$ cat src/rtl/var_delay.sv
// -----------------------------------------------------------------------------
// var_delay -- run-time selectable delay line for data words.
//
// Each enabled clock edge writes d_in into a circular buffer. d_out is
// registered and shows the word written (D_act-1) enabled edges earlier. A
// delay of 1 bypasses the buffer and behaves as a single register. d_out shows
// DEFAULT until the fill counter reaches D_act. A change of the requested delay
// refills the line, so no word from before the change reaches d_out.
//
// Ports
//   clk        sole clock, rising edge
//   reset_n    asynchronous active-low reset of pointer, fill, D_act, outputs
//   en         sample strobe; all state holds on edges with en=0
//   delay_sel  requested delay in enabled cycles (0 -> 1, >MAX_DELAY -> MAX)
//   d_in       input data word
//   d_out      delayed data word (registered), DEFAULT while not primed
//   primed     high when d_out carries delayed data
// -----------------------------------------------------------------------------
module var_delay #(
   parameter int   BITS      = 56,
   parameter int   MAX_DELAY = 16,
   parameter logic DEFAULT   = 1'b0,
   localparam int  DW        = $clog2(MAX_DELAY + 1)
) (
   input  logic            clk,
   input  logic            reset_n,
   input  logic            en,
   input  logic [DW-1:0]   delay_sel,
   input  logic [BITS-1:0] d_in,
   output logic [BITS-1:0] d_out,
   output logic            primed
);

   localparam int PW = $clog2(MAX_DELAY);
   // Wide enough to hold wp + MAX_DELAY before the modulo step.
   localparam int AW = $clog2(2 * MAX_DELAY);
   localparam logic [DW-1:0]   MAX_D   = DW'(MAX_DELAY);
   localparam logic [DW-1:0]   ONE_D   = DW'(1);
   localparam logic [BITS-1:0] DEF_WORD = {BITS{DEFAULT}};

   logic [BITS-1:0] mem [MAX_DELAY];
   logic [PW-1:0]   wp;
   logic [DW-1:0]   fill;
   logic [DW-1:0]   d_act;

   logic [DW-1:0]   d_eff;
   logic            chg;
   logic [PW-1:0]   wp_next;
   logic [AW-1:0]   rd_sum;
   logic [AW-1:0]   rd_mod;
   logic [PW-1:0]   rd_addr;
   logic [DW-1:0]   fill_next;
   logic            primed_next;
   logic [BITS-1:0] rd_word;

   function automatic logic [DW-1:0] clamp_delay(input logic [DW-1:0] sel);
      if (sel == '0)
         return ONE_D;
      else if (sel > MAX_D)
         return MAX_D;
      else
         return sel;
   endfunction

   always_comb begin
      d_eff   = clamp_delay(delay_sel);
      chg     = (d_eff != d_act);
      wp_next = (wp == PW'(MAX_DELAY - 1)) ? '0 : wp + PW'(1);

      // Word written D_act-1 enabled edges ago: (wp - (D_act-1)) mod MAX_DELAY,
      // formed as wp + MAX_DELAY - D_act + 1 so it never goes negative.
      rd_sum  = AW'(wp) + AW'(MAX_DELAY) - AW'(d_act) + AW'(1);
      rd_mod  = (rd_sum >= AW'(MAX_DELAY)) ? rd_sum - AW'(MAX_DELAY) : rd_sum;
      rd_addr = PW'(rd_mod);

      // The delay-1 case reads the word being written this edge.
      rd_word = (d_act == ONE_D) ? d_in : mem[rd_addr];

      fill_next   = (fill < d_act) ? fill + ONE_D : fill;
      primed_next = (fill_next >= d_act);
   end

   // Buffer storage: written on every enabled edge, never reset.
   always_ff @(posedge clk) begin
      if (en)
         mem[wp] <= d_in;
   end

   // Output stage: pointer, fill counter, active delay and registered output.
   always_ff @(posedge clk or negedge reset_n) begin
      if (!reset_n) begin
         wp     <= '0;
         fill   <= '0;
         d_act  <= ONE_D;
         primed <= 1'b0;
         d_out  <= DEF_WORD;
      end else if (en) begin
         wp <= wp_next;
         if (chg) begin
            // Delay change: restart filling; this edge's write counts as one.
            d_act  <= d_eff;
            fill   <= ONE_D;
            primed <= 1'b0;
            d_out  <= DEF_WORD;
         end else begin
            fill   <= fill_next;
            primed <= primed_next;
            d_out  <= primed_next ? rd_word : DEF_WORD;
         end
      end
   end

endmodule
$ cat config.mk
export PLATFORM = sky130hd
export DESIGN_NAME = var_delay
export DESIGN_NICKNAME = d
export VERILOG_FILES = /design/src/rtl/var_delay.sv
export SDC_FILE = /design/constraint.sdc
export NUM_CORES = 1
export LEC_CHECK = 0
export CORE_MARGIN = 5
export CORE_UTILIZATION = 50
export CTS_BUF_LIST = sky130_fd_sc_hd__clkbuf_8 sky130_fd_sc_hd__clkbuf_16
export CTS_CLUSTER_DIAMETER = 120
export DETAILED_ROUTE_END_ITERATION = 7
export PLACE_DENSITY_LB_ADDON = 0.1
export REMOVE_ABC_BUFFERS = 1
export SYNTH_ARGS = -nofsm -noshare
export SYNTH_HDL_FRONTEND = slang
export SYNTH_SLANG_ARGS = --single-unit
$ cat constraint.sdc
create_clock -name clk -period 9.5 [get_ports clk]
set_input_delay 2.85 -clock clk [delete_from_list [all_inputs] [get_ports clk]]
set_output_delay 2.85 -clock clk [all_outputs]
set_load 0.03 [all_outputs]
==> After elaboration in Yosys (flattened, before gate mapping) <==
Memory sizes are Yosys's and may differ from the RTL's.
Cells that the tools add are included.
{ "word_totals": {"ff_bits": 71, "ram_bits": 896, "in_bits": 64, "out_inout_bits": 57, "word_cells": 33, "n_memories": 1} }
{ "op_classes": {"add_sub_neg": 6, "magnitude_cmp": 4, "eq_ne": 3, "n_mux": 12, "reduce_logical": 2} }
{ "mem_list": {"columns": ["memory", "depth", "width", "rd", "rd_clocked_by_memory_dff", "write_ports", "line", "rtl"], "rows": [
  ["mem", 16, 56, 1, 0, 1, "41", "logic [BITS-1:0] mem [MAX_DELAY];"]
]} }
{ "op_table": {"columns": ["cell", "count"], "rows": [
  ["$mux W56", 3],
  ["$mux W5", 4],
  ["$add A5 B1 Y5 const B", 2],
  ["$mux W4", 2],
  ["$add A4 B5 Y5 const B", 1],
  ["$eq A5 B1 Y1 const B", 1],
  ["$ge A5 B5 Y1", 1],
  ["$ge A5 B5 Y1 const B", 1],
  ["$gt A5 B5 Y1 const B", 1],
  ["$logic_not A5 Y1", 1],
  ["$lt A5 B5 Y1", 1],
  ["$ne A5 B5 Y1", 1],
  ["$sub A5 B5 Y5", 1],
  ["$add A4 B1 Y4 const B", 1],
  ["$eq A4 B4 Y1 const B", 1],
  ["$sub A4 B1 Y4 const B", 1],
  ["$mux W1", 3],
  ["$reduce_and A2 Y1", 1]
]} }

==> Longest topological paths before layout <==
Gate-level depths: netlist of run 1.
An unclocked memory read counts as a cell.
{ "depth": {"depth_word": 9, "depth_mapped": 16, "ltp_nobuf": 14} }

==> Worst setup path before layout of run 1 <==
Ideal clock, no wire load.
{ "synth_timing": {"kind": "input-to-reg", "startpoint": "input en", "endpoint": "memory mem[0][0] (enable)", "setup_ns": 0.420, "arrival_time_ns": 4.871, "t_required_ns": 9.080, "path_slack_ns": 4.210, "stages": 4, "n_path_buf": 1, "cell_sequence": "clkbuf_1 > nor2b_1 > nor2b_1 > and2_1"} }
{ "synth_via": {"elab_chain_cells": 2} }
{ "synth_rtl": {"columns": ["item", "line", "rtl"], "rows": [
  ["start, declared", "27", "input logic en,"],
  ["$mux W1", "85", "if (en)"],
  ["$mux W1 (implied by the code)", "86", "mem[wp] <= d_in;"],
  ["end, declared", "41", null]
]} }
No other way between the ends.

==> Worst setup path in the final report of run 1 <==
{ "layout_timing": {"startpoint": "input delay_sel[4]", "endpoint": "register d_out[13]"} }
{ "layout_via": {"elab_chain_cells": 5, "word_cells_on_any_way": 6, "classes_between": "1 x order compare; 1 x eq/ne; 3 x mux; 1 x reduce/logical"} }
{ "layout_rtl": {"columns": ["item", "line", "rtl"], "rows": [
  ["start, declared", "28", "input logic [DW-1:0] delay_sel,"],
  ["$gt A5 B5 Y1", "59", "else if (sel > MAX_D)"],
  ["$mux W5", "59", null],
  ["$mux W5 *", "57", "if (sel == '0)"],
  ["$ne A5 B5 Y1 *", "67", "chg = (d_eff != d_act);"],
  ["$mux W56 *", "99", "if (chg) begin"],
  ["end signal, assigned", "108", "d_out <= primed_next ? rd_word : DEF_WORD;"],
  ["end, declared", "30", "output logic [BITS-1:0] d_out,"]
]} }
Every way passes the cells marked *; elsewhere a longest branch is shown, timed or not.
A chain may end at the register's enable or synchronous reset.

==> impl_metrics.env, run 1 <==
export IMPL_cp_required_ns=10.03
export IMPL_gr_usage_all_layers_pct=19.9
export IMPL_io_pins=121
export IMPL_grt_first_pass_wirelength_um=120000
export IMPL_drt_vias_per_instance=5.93
export IMPL_yosys_warnings=0
export IMPL_rsz0062_at_grt="false"
export IMPL_setup_viol=0
export IMPL_n_fill_cell=5457
export IMPL_vias=16900
export IMPL_syn_cell_area_um2=37400
export IMPL_cap_viol_max_count=0
export IMPL_antenna_found_initial=2
export IMPL_root_buffer="clkbuf_16"
export IMPL_cpMaxStageDelayCell="clkdlybuf4s50_1"
export IMPL_area_delta_synth_final_pct=14.8
export IMPL_antenna_left=0
export IMPL_worst_setup_path_type="input pin to register"
export IMPL_drt_first_pass_iters=7
export IMPL_ys_seq_area_share_pct=76.6
export IMPL_worstPathCellList="clkdlybuf4s50_1 -> nor4bb_1 -> nor3_1 -> a2111o_1 -> nor3b_4 -> o21ai_4 -> buf_4 -> o22ai_1"
export IMPL_nets=1869
export IMPL_drive_gt1_share_pct=25.3
export IMPL_drt_wirelength_per_cell_um=27.9
export IMPL_synthFlopType="edfxtp_1"
export IMPL_num_rows=100
export IMPL_critPathMaxStageDelay_ns=0.54
export IMPL_drv_slew=0
export IMPL_cp_end_kind="register"
export IMPL_syn_inst=1624
export IMPL_totalPowerFinal_mw=12.9
export IMPL_die_h_um=284
export IMPL_dieArea_um2=80500
export IMPL_synth_area_leaders="edfxtp_1 72%, mux4_2 17%, dfrtp_1 4.7%"
export IMPL_slew_headroom_pct=21.0
export IMPL_synth_cell_types=47
export IMPL_cts_hold_buf=0
export IMPL_place_congestion=0.728
export IMPL_leakagePower_nw=14.2
export IMPL_htreeDepth=3
export IMPL_status="complete, no violations"
export IMPL_fin_crit_ns=4.81
export IMPL_dp_hpwl_um=40000
export IMPL_critical_path_max_fanout=57
export IMPL_drcViolationCount=0
export IMPL_clkTransAtPathRegs_ns=0.06
export IMPL_fin_skew_ns=0.0187
export IMPL_grt_pass1_vias=18000
export IMPL_numCtsBuffers=100
export IMPL_synth_top_cell_area_share_pct=71.9
export IMPL_synth_seq_cells=967
export IMPL_port_buffer_count=120
export IMPL_utilization_pct=57.9
export IMPL_drt_wl_total_um=79200
export IMPL_antennaDiodeCount=0
export IMPL_critPathArrivalTime_ns=5.34
export IMPL_dr_first_iter_drc_count=1578
export IMPL_clk_latency_ns=0.63
export IMPL_post_synth_top_count_cell="edfxtp_1"
export IMPL_hold_class="register to register"
export IMPL_start_util_pct=50.4
export IMPL_syn_area_per_cell_um2=23.1
export IMPL_die_width_um=284
export IMPL_finalHoldViolations=0
export IMPL_yosys_area_top_type="edfxtp_1"
export IMPL_coreArea_um2=74300
export IMPL_cts_resized=0
export IMPL_clock_sinks=967
export IMPL_clockBufferDepth=3
export IMPL_fmax_mhz=208
export IMPL_yosys_top_cells_count="896 x edfxtp_1, 280 x mux4_2, 70 x dfrtp_1"
export IMPL_async_flop_share_pct=7.34
export IMPL_worst_pin_slew_ns=1.18
export IMPL_synth_edf_count=896
export IMPL_cellPowerDensity_nw_per_um2=300
export IMPL_overflow=0
export IMPL_worst_setup_path_start_kind="input pin"
export IMPL_cts_tree="built"
export IMPL_ir_worst_vdd_mv=0.264
export IMPL_grt_max_degree=69
export IMPL_period_share_pct=50.7
export IMPL_post_cts_buffers=0
export IMPL_fin_tns_setup_ns=0
critical path: cells and delay by family:
| family | cells | cell delay, ns |
|---|---|---|
| and+or+nand+nor | 3 | 0.81 |
| AOI/OAI and AO/OA | 3 | 0.70 |
| buffers and inverters | 2 | 0.94 |
sequential cells by signal, indices dropped and copies added (netlist names):
name	cells
d_act	5
mem	896
fill	5
primed	1
wp	4
d_out	56
metal layers:
metal | vias to the layer above | track usage [%] | share of wire, %
met1 | 9144 | 29.1 | 44
met5 | - | 0 | 0.029
met2 | 436 | 32.6 | 49
li1 | 7191 | - | -
met3 | 87 | 3.16 | 5.0
met4 | 4 | 4.17 | 1.4
kinds of logic after synthesis:
family                   synth area share (%)
AND/OR/NAND/NOR                         0.842
multiplexers                             18.5
AO/OA/AOI/OAI                            1.41
XOR/XNOR                                0.234
flip-flops                               76.6
adder cells (fa/ha/maj)                 0.655
buffers and inverters                    1.80
path summary, 6_finish.rpt:
| path | start | slack [ns] | cells past startpoint | to |
|---|---|---|---|---|
| worst min register to register | primed | 0.51 | 2 | primed |
| max in group asynchronous | reset_n | 6.28 | 2 | d_out[45] |
| min in group asynchronous | reset_n | 2.16 | 1 | d_out[51] |
| worst min-delay path | primed | 0.51 | 2 | primed |
| worst max-delay path | delay_sel[4] | 4.69 | 8 | d_out[13] |
| worst max register to register | d_act[0] | 4.81 | 11 | d_out[36] |
per-stage QoR:
stage                     setup WS, ns  cell area (um2)  std cells  hold WS, ns
after floorplan                  -1.02            37000       1541        0.497
after global placement            4.12            39700       2653        0.503
after detailed placement          4.08            39700       2653        0.514
after CTS                         4.70            43000       2842        0.522
after global routing              4.47            43000       2842        0.539
final                             4.69            43000       2842        0.511
layout by cell type (no fill, tap or decap), types with 7 or more instances in the layout:
cell	count
clkbuf_8	13
o22ai_1	56
clkinv_1	15
mux2i_1	58
dfrtp_1	70
nand2_1	10
and3_4	8
and2_4	8
inv_1	101
clkbuf_16	103
clkinv_2	14
buf_4	25
o21ai_0	9
edfxtp_1	896
ha_1	16
mux4_2	280
clkdlybuf4s50_1	118
bufinv_16	7
xnor2_1	8
final cells by class:
type | instances | area [um2] | share of cell area [%]
clock inverter | 73 | 515 | 1.20
sequential | 967 | 28700 | 66.7
clock buffer | 116 | 2760 | 6.41
tap | 969 | 1210 | 2.82
inverter | 69 | 259 | 0.602
multi-input combinational | 505 | 8200 | 19.1
timing repair buffer | 143 | 1370 | 3.18
where the power goes:
part	switching (mW)	leakage (nW)	internal, mW
clock network	1.58	1.74	2.25
registers	0.0781	9.06	5.00
logic	2.02	3.42	1.96
total	3.68	14.2	9.22
Power figures use the tool's default switching activity.
==> run 2, diff against run 1 <==
==> constraint.sdc (replaced) <==
create_clock -name clk -period 4.9 [get_ports clk]
set_input_delay 1.47 -clock clk [delete_from_list [all_inputs] [get_ports clk]]
set_output_delay 1.47 -clock clk [all_outputs]
set_load 0.03 [all_outputs]
==> impl_metrics.env, run 2 (synthesized netlist as in run 1, its figures left out) <==
export IMPL_worst_setup_path_type="register to register"
export IMPL_slew_headroom_pct=35.5
export IMPL_cts_resized=0
export IMPL_fin_crit_ns=4.05
export IMPL_coreArea_um2=74300
export IMPL_fin_area_um2=43600
export IMPL_cp_required_ns=5.40
export IMPL_largest_register="mem"
export IMPL_rsz0062_at_grt="false"
export IMPL_cp_end_kind="register"
export IMPL_nets=1898
export IMPL_largest_reg_flops=896
export IMPL_worst_setup_path_start_kind="register"
export IMPL_drt_vias_per_instance=6.01
export IMPL_final_common_cell="edfxtp_1"
export IMPL_dieArea_um2=80500
export IMPL_grt_first_pass_wirelength_um=125000
export IMPL_critical_path_max_fanout=35
export IMPL_drt_wirelength_per_cell_um=29.0
export IMPL_die_h_um=284
export IMPL_drcViolationCount=0
export IMPL_n_fill_cell=5372
export IMPL_clk_latency_ns=0.64
export IMPL_drv_slew=0
export IMPL_reg2reg_slack_ns=0.85
export IMPL_critPathArrivalTime_ns=4.54
export IMPL_hold_class="register to register"
export IMPL_numCtsBuffers=100
export IMPL_grt_pass1_vias=18200
export IMPL_cellPowerDensity_nw_per_um2=581
export IMPL_clockBufferDepth=3
export IMPL_cts_hold_buf=0
export IMPL_io_pins=121
export IMPL_fmax_mhz=247
export IMPL_clock_sinks=967
export IMPL_worst_pin_slew_ns=0.964
export IMPL_place_area_um2=40300
export IMPL_overflow=0
export IMPL_finalHoldViolations=0
export IMPL_fin_skew_ns=0.0184
export IMPL_antenna_left=0
export IMPL_drive_gt1_share_pct=27.5
export IMPL_dr_first_iter_drc_count=1504
export IMPL_start_util_pct=50.4
export IMPL_clkTransAtPathRegs_ns=0.06
export IMPL_period_share_pct=82.6
export IMPL_most_common_layout_cells="896 x edfxtp_1, 280 x mux4_2, 118 x clkdlybuf4s50_1, 102 x clkbuf_16, 84 x inv_1"
export IMPL_root_buffer="clkbuf_16"
export IMPL_status="complete, no violations"
export IMPL_drt_first_pass_iters=7
export IMPL_ir_worst_vdd_mv=0.559
export IMPL_setup_viol=0
export IMPL_totalPowerFinal_mw=25.3
export IMPL_htreeDepth=3
export IMPL_cts_tree="built"
export IMPL_vias=17300
export IMPL_gr_usage_all_layers_pct=20.9
export IMPL_drt_wl_total_um=83300
export IMPL_grt_max_degree=61
export IMPL_die_width_um=284
export IMPL_antenna_found_initial=8
export IMPL_area_delta_synth_final_pct=16.5
export IMPL_port_buffer_count=120
export IMPL_leakagePower_nw=14.4
export IMPL_num_rows=100
export IMPL_post_cts_buffers=0
export IMPL_dp_hpwl_um=44500
export IMPL_largestRegisters="mem: 896 flops, d_out: 56 flops"
export IMPL_cap_viol_max_count=0
export IMPL_place_congestion=0.732
run 2: final cells by class:
class,count,area (um2),area share [%]
timing repair buffer,172,1920,4.41
inverter,69,259,0.594
sequential,967,28700,65.7
tap,969,1210,2.78
clock buffer,109,2650,6.07
antenna,4,10.0,0.0229
clock inverter,79,691,1.58
multi-input combinational,505,8200,18.8
run 2: worst max-delay path, stage by stage (launching register included):
cell and delay (ns):
dfrtp_1 0.37, inv_1 0.16, ha_1 0.28, a21oi_1 0.14, o21ai_0 0.10, a31oi_1 0.48, mux2_2 0.40, ha_1 0.26
o21ai_0 0.14, a21oi_1 0.06, nor3_1 0.13, nor2_1 0.10, o21ai_4 0.74, buf_12 0.36, o22ai_1 0.14
run 2: final timing paths:
path,startpoint,to,cells past startpoint
hold reg to reg,primed,primed,2
min in group asynchronous,reset_n,d_out[10],1
max in group asynchronous,reset_n,d_out[2],2
setup / recovery,d_act[2],d_out[27],14
hold / removal,primed,primed,2
setup reg to reg,d_act[2],d_out[27],14
run 2: power breakdown:
group          total, mW  internal [mW]  switching, mW
sequential          9.84           9.68          0.155
combinational       7.91           4.00           3.90
clock               7.59           4.48           3.11
run 2: metrics by stage:
stage | cells | setup TNS [ns] | hold slack, ns | utilization [%] | setup WS [ns]
5_1_grt | 2871 | 0 | 0.542 | 58.7 | 0.534
3_3_place_gp | 2682 | 0 | 0.503 | 54.2 | 0.794
2_1_floorplan | 1541 | -314.74 | 0.497 | - | -5.62
4_1_cts | 2870 | 0 | 0.526 | 58.7 | 0.828
6_report | 2874 | 0 | 0.519 | 58.7 | 0.853
3_5_place_dp | 2682 | 0 | 0.517 | 54.2 | 0.715
run 2: routing by layer:
layer | track usage (%) | share of wire [%] | vias up
li1 | - | - | 7276
met1 | 30.7 | 44 | 9438
met2 | 33.5 | 49 | 467
met3 | 3.91 | 5.7 | 97
met4 | 4.75 | 1.6 | 8
met5 | 0 | 0.065 | -
==> run 3, diff against run 2 <==
==> constraint.sdc (replaced) <==
create_clock -name clk -period 3.85 [get_ports clk]
set_input_delay 1.155 -clock clk [delete_from_list [all_inputs] [get_ports clk]]
set_output_delay 1.155 -clock clk [all_outputs]
set_load 0.03 [all_outputs]
==> impl_metrics.env, run 3 (synthesized netlist as in run 1, its figures left out) <==
export IMPL_dr_first_iter_drc_count=1675
export IMPL_port_buffer_count=120
export IMPL_ir_worst_vdd_mv=0.813
export IMPL_grt_pass1_vias=18500
export IMPL_largest_reg_flops=896
export IMPL_nets=1926
export IMPL_place_area_um2=40800
export IMPL_slew_headroom_pct=46.9
export IMPL_cts_hold_buf=0
export IMPL_numCtsBuffers=96
export IMPL_clk_latency_ns=0.64
export IMPL_clockBufferDepth=3
export IMPL_critPathArrivalTime_ns=3.97
export IMPL_largestRegisters="mem: 896 flops, d_out: 56 flops"
export IMPL_cts_resized=0
export IMPL_area_delta_synth_final_pct=17.1
export IMPL_clock_sinks=967
export IMPL_drt_vias_per_instance=6.04
export IMPL_drt_wirelength_per_cell_um=29.9
export IMPL_worstPathCellList="inv_1 -> ha_1 -> a21oi_1 -> o21ai_0 -> a31oi_1 -> buf_4 -> mux2_2 -> ha_1 -> o21ai_0 -> a21oi_1 -> nor3_1 -> nor2_1 -> o21ai_4 -> buf_12 -> o22ai_1"
export IMPL_fin_area_um2=43800
export IMPL_leakagePower_nw=14.6
export IMPL_root_buffer="clkbuf_16"
export IMPL_antenna_left=0
export IMPL_worst_slack_ns=0.359
export IMPL_cp_required_ns=4.33
export IMPL_drt_first_pass_iters=5
export IMPL_critPathMaxStageDelay_ns=0.42
export IMPL_cpMaxStageDelayCell="buf_12"
export IMPL_totalPowerFinal_mw=31.8
export IMPL_drcViolationCount=0
export IMPL_largest_register="mem"
export IMPL_period_share_pct=90.7
export IMPL_post_cts_buffers=0
export IMPL_worst_pin_slew_ns=0.797
export IMPL_die_h_um=284
export IMPL_gr_usage_all_layers_pct=21.6
export IMPL_drv_slew=0
export IMPL_vias=17500
export IMPL_rsz0062_at_grt="false"
export IMPL_n_fill_cell=5394
export IMPL_dp_hpwl_um=46200
export IMPL_pre_cts_ws_ns=0.390
export IMPL_dieArea_um2=80500
export IMPL_cellPowerDensity_nw_per_um2=725
export IMPL_drt_wl_total_um=86600
export IMPL_fin_tns_setup_ns=0
export IMPL_io_pins=121
export IMPL_utilization_pct=59.0
export IMPL_fmax_mhz=286
export IMPL_cp_end_kind="register"
export IMPL_cap_viol_max_count=0
export IMPL_cts_tree="built"
export IMPL_critical_path_max_fanout=57
export IMPL_finalHoldViolations=0
export IMPL_start_util_pct=50.4
export IMPL_setup_viol=0
export IMPL_worst_setup_path_start_kind="register"
export IMPL_hold_class="register to register"
export IMPL_fin_crit_ns=3.49
export IMPL_status="complete, no violations"
export IMPL_grt_max_degree=58
export IMPL_fin_skew_ns=0.0160
export IMPL_antenna_found_initial=4
export IMPL_die_width_um=284
export IMPL_overflow=0
export IMPL_grt_first_pass_wirelength_um=128000
export IMPL_worst_setup_path_type="register to register"
export IMPL_place_congestion=0.729
export IMPL_most_common_layout_cells="896 x edfxtp_1, 280 x mux4_2, 118 x clkdlybuf4s50_1, 101 x clkbuf_16, 92 x inv_1"
export IMPL_drive_gt1_share_pct=27.7
export IMPL_htreeDepth=3
export IMPL_clkTransAtPathRegs_ns=0.06
export IMPL_final_common_cell="edfxtp_1"
export IMPL_coreArea_um2=74300
export IMPL_num_rows=100
-- run 3: changes by cell type in the layout (fill, tap and decap cells not counted), sizes merged --
cell / previous run / this run
clkbuf: 109 / 110
inv: 89 / 94
buf: 54 / 86
clkinvlp: 7 / 5
bufinv: 11 / 4
clkinv: 41 / 31
-- run 3: metrics by stage --
| stage | hold WS (ns) | cells |
|---|---|---|
| 2_1_floorplan | 0.497 | 1541 |
| 3_3_place_gp | 0.521 | 2714 |
| 3_5_place_dp | 0.526 | 2714 |
| 4_1_cts | 0.535 | 2889 |
| 5_1_grt | 0.550 | 2889 |
| 6_report | 0.527 | 2893 |
-- run 3: worst max-delay path, delay by kind of cell, from the launching register on --
family | cells | cell delay [ns]
AOI/OAI and AO/OA | 7 | 1.02
and+or+nand+nor | 2 | 0.23
adders and majority gates | 2 | 0.54
buffers and inverters | 3 | 0.76
muxes | 1 | 0.34
DFF | 1 | 0.37
-- run 3: worst paths after layout --
kind / from / cells after the start / slack [ns] / to
worst max register to register: d_act[2] / 15 / 0.36 / d_out[24]
worst max-delay path: d_act[2] / 15 / 0.36 / d_out[24]
max in group asynchronous: reset_n / 3 / 2.34 / wp[2]
worst min register to register: d_out[49] / 2 / 0.53 / d_out[49]
worst min-delay path: d_out[49] / 2 / 0.53 / d_out[49]
min in group asynchronous: reset_n / 1 / 0.61 / d_out[42]
-- run 3: cell type report --
class	count	area, um2	share of cell area [%]
clock inverter	65	399	0.910
sequential	967	28700	65.4
antenna	4	10.0	0.0228
tap	969	1210	2.77
clock buffer	110	2650	6.05
timing repair buffer	204	2430	5.54
multi-input combinational	505	8200	18.7
inverter	69	259	0.591
-- run 3: where the power goes --
group	switching [mW]	internal (mW)	total, mW
combinational	4.83	5.47	10.3
sequential	0.203	12.3	12.5
clock	3.82	5.16	8.98
-- run 3: metal layers --
layer / global-route usage (%) / share of wire (%) / vias up
met1: 31.4 / 43 / 9492
met5: 0 / 0.015 / -
met4: 4.54 / 1.5 / 2
met2: 35.4 / 50 / 554
met3: 3.68 / 6.3 / 99
li1: - / - / 7313
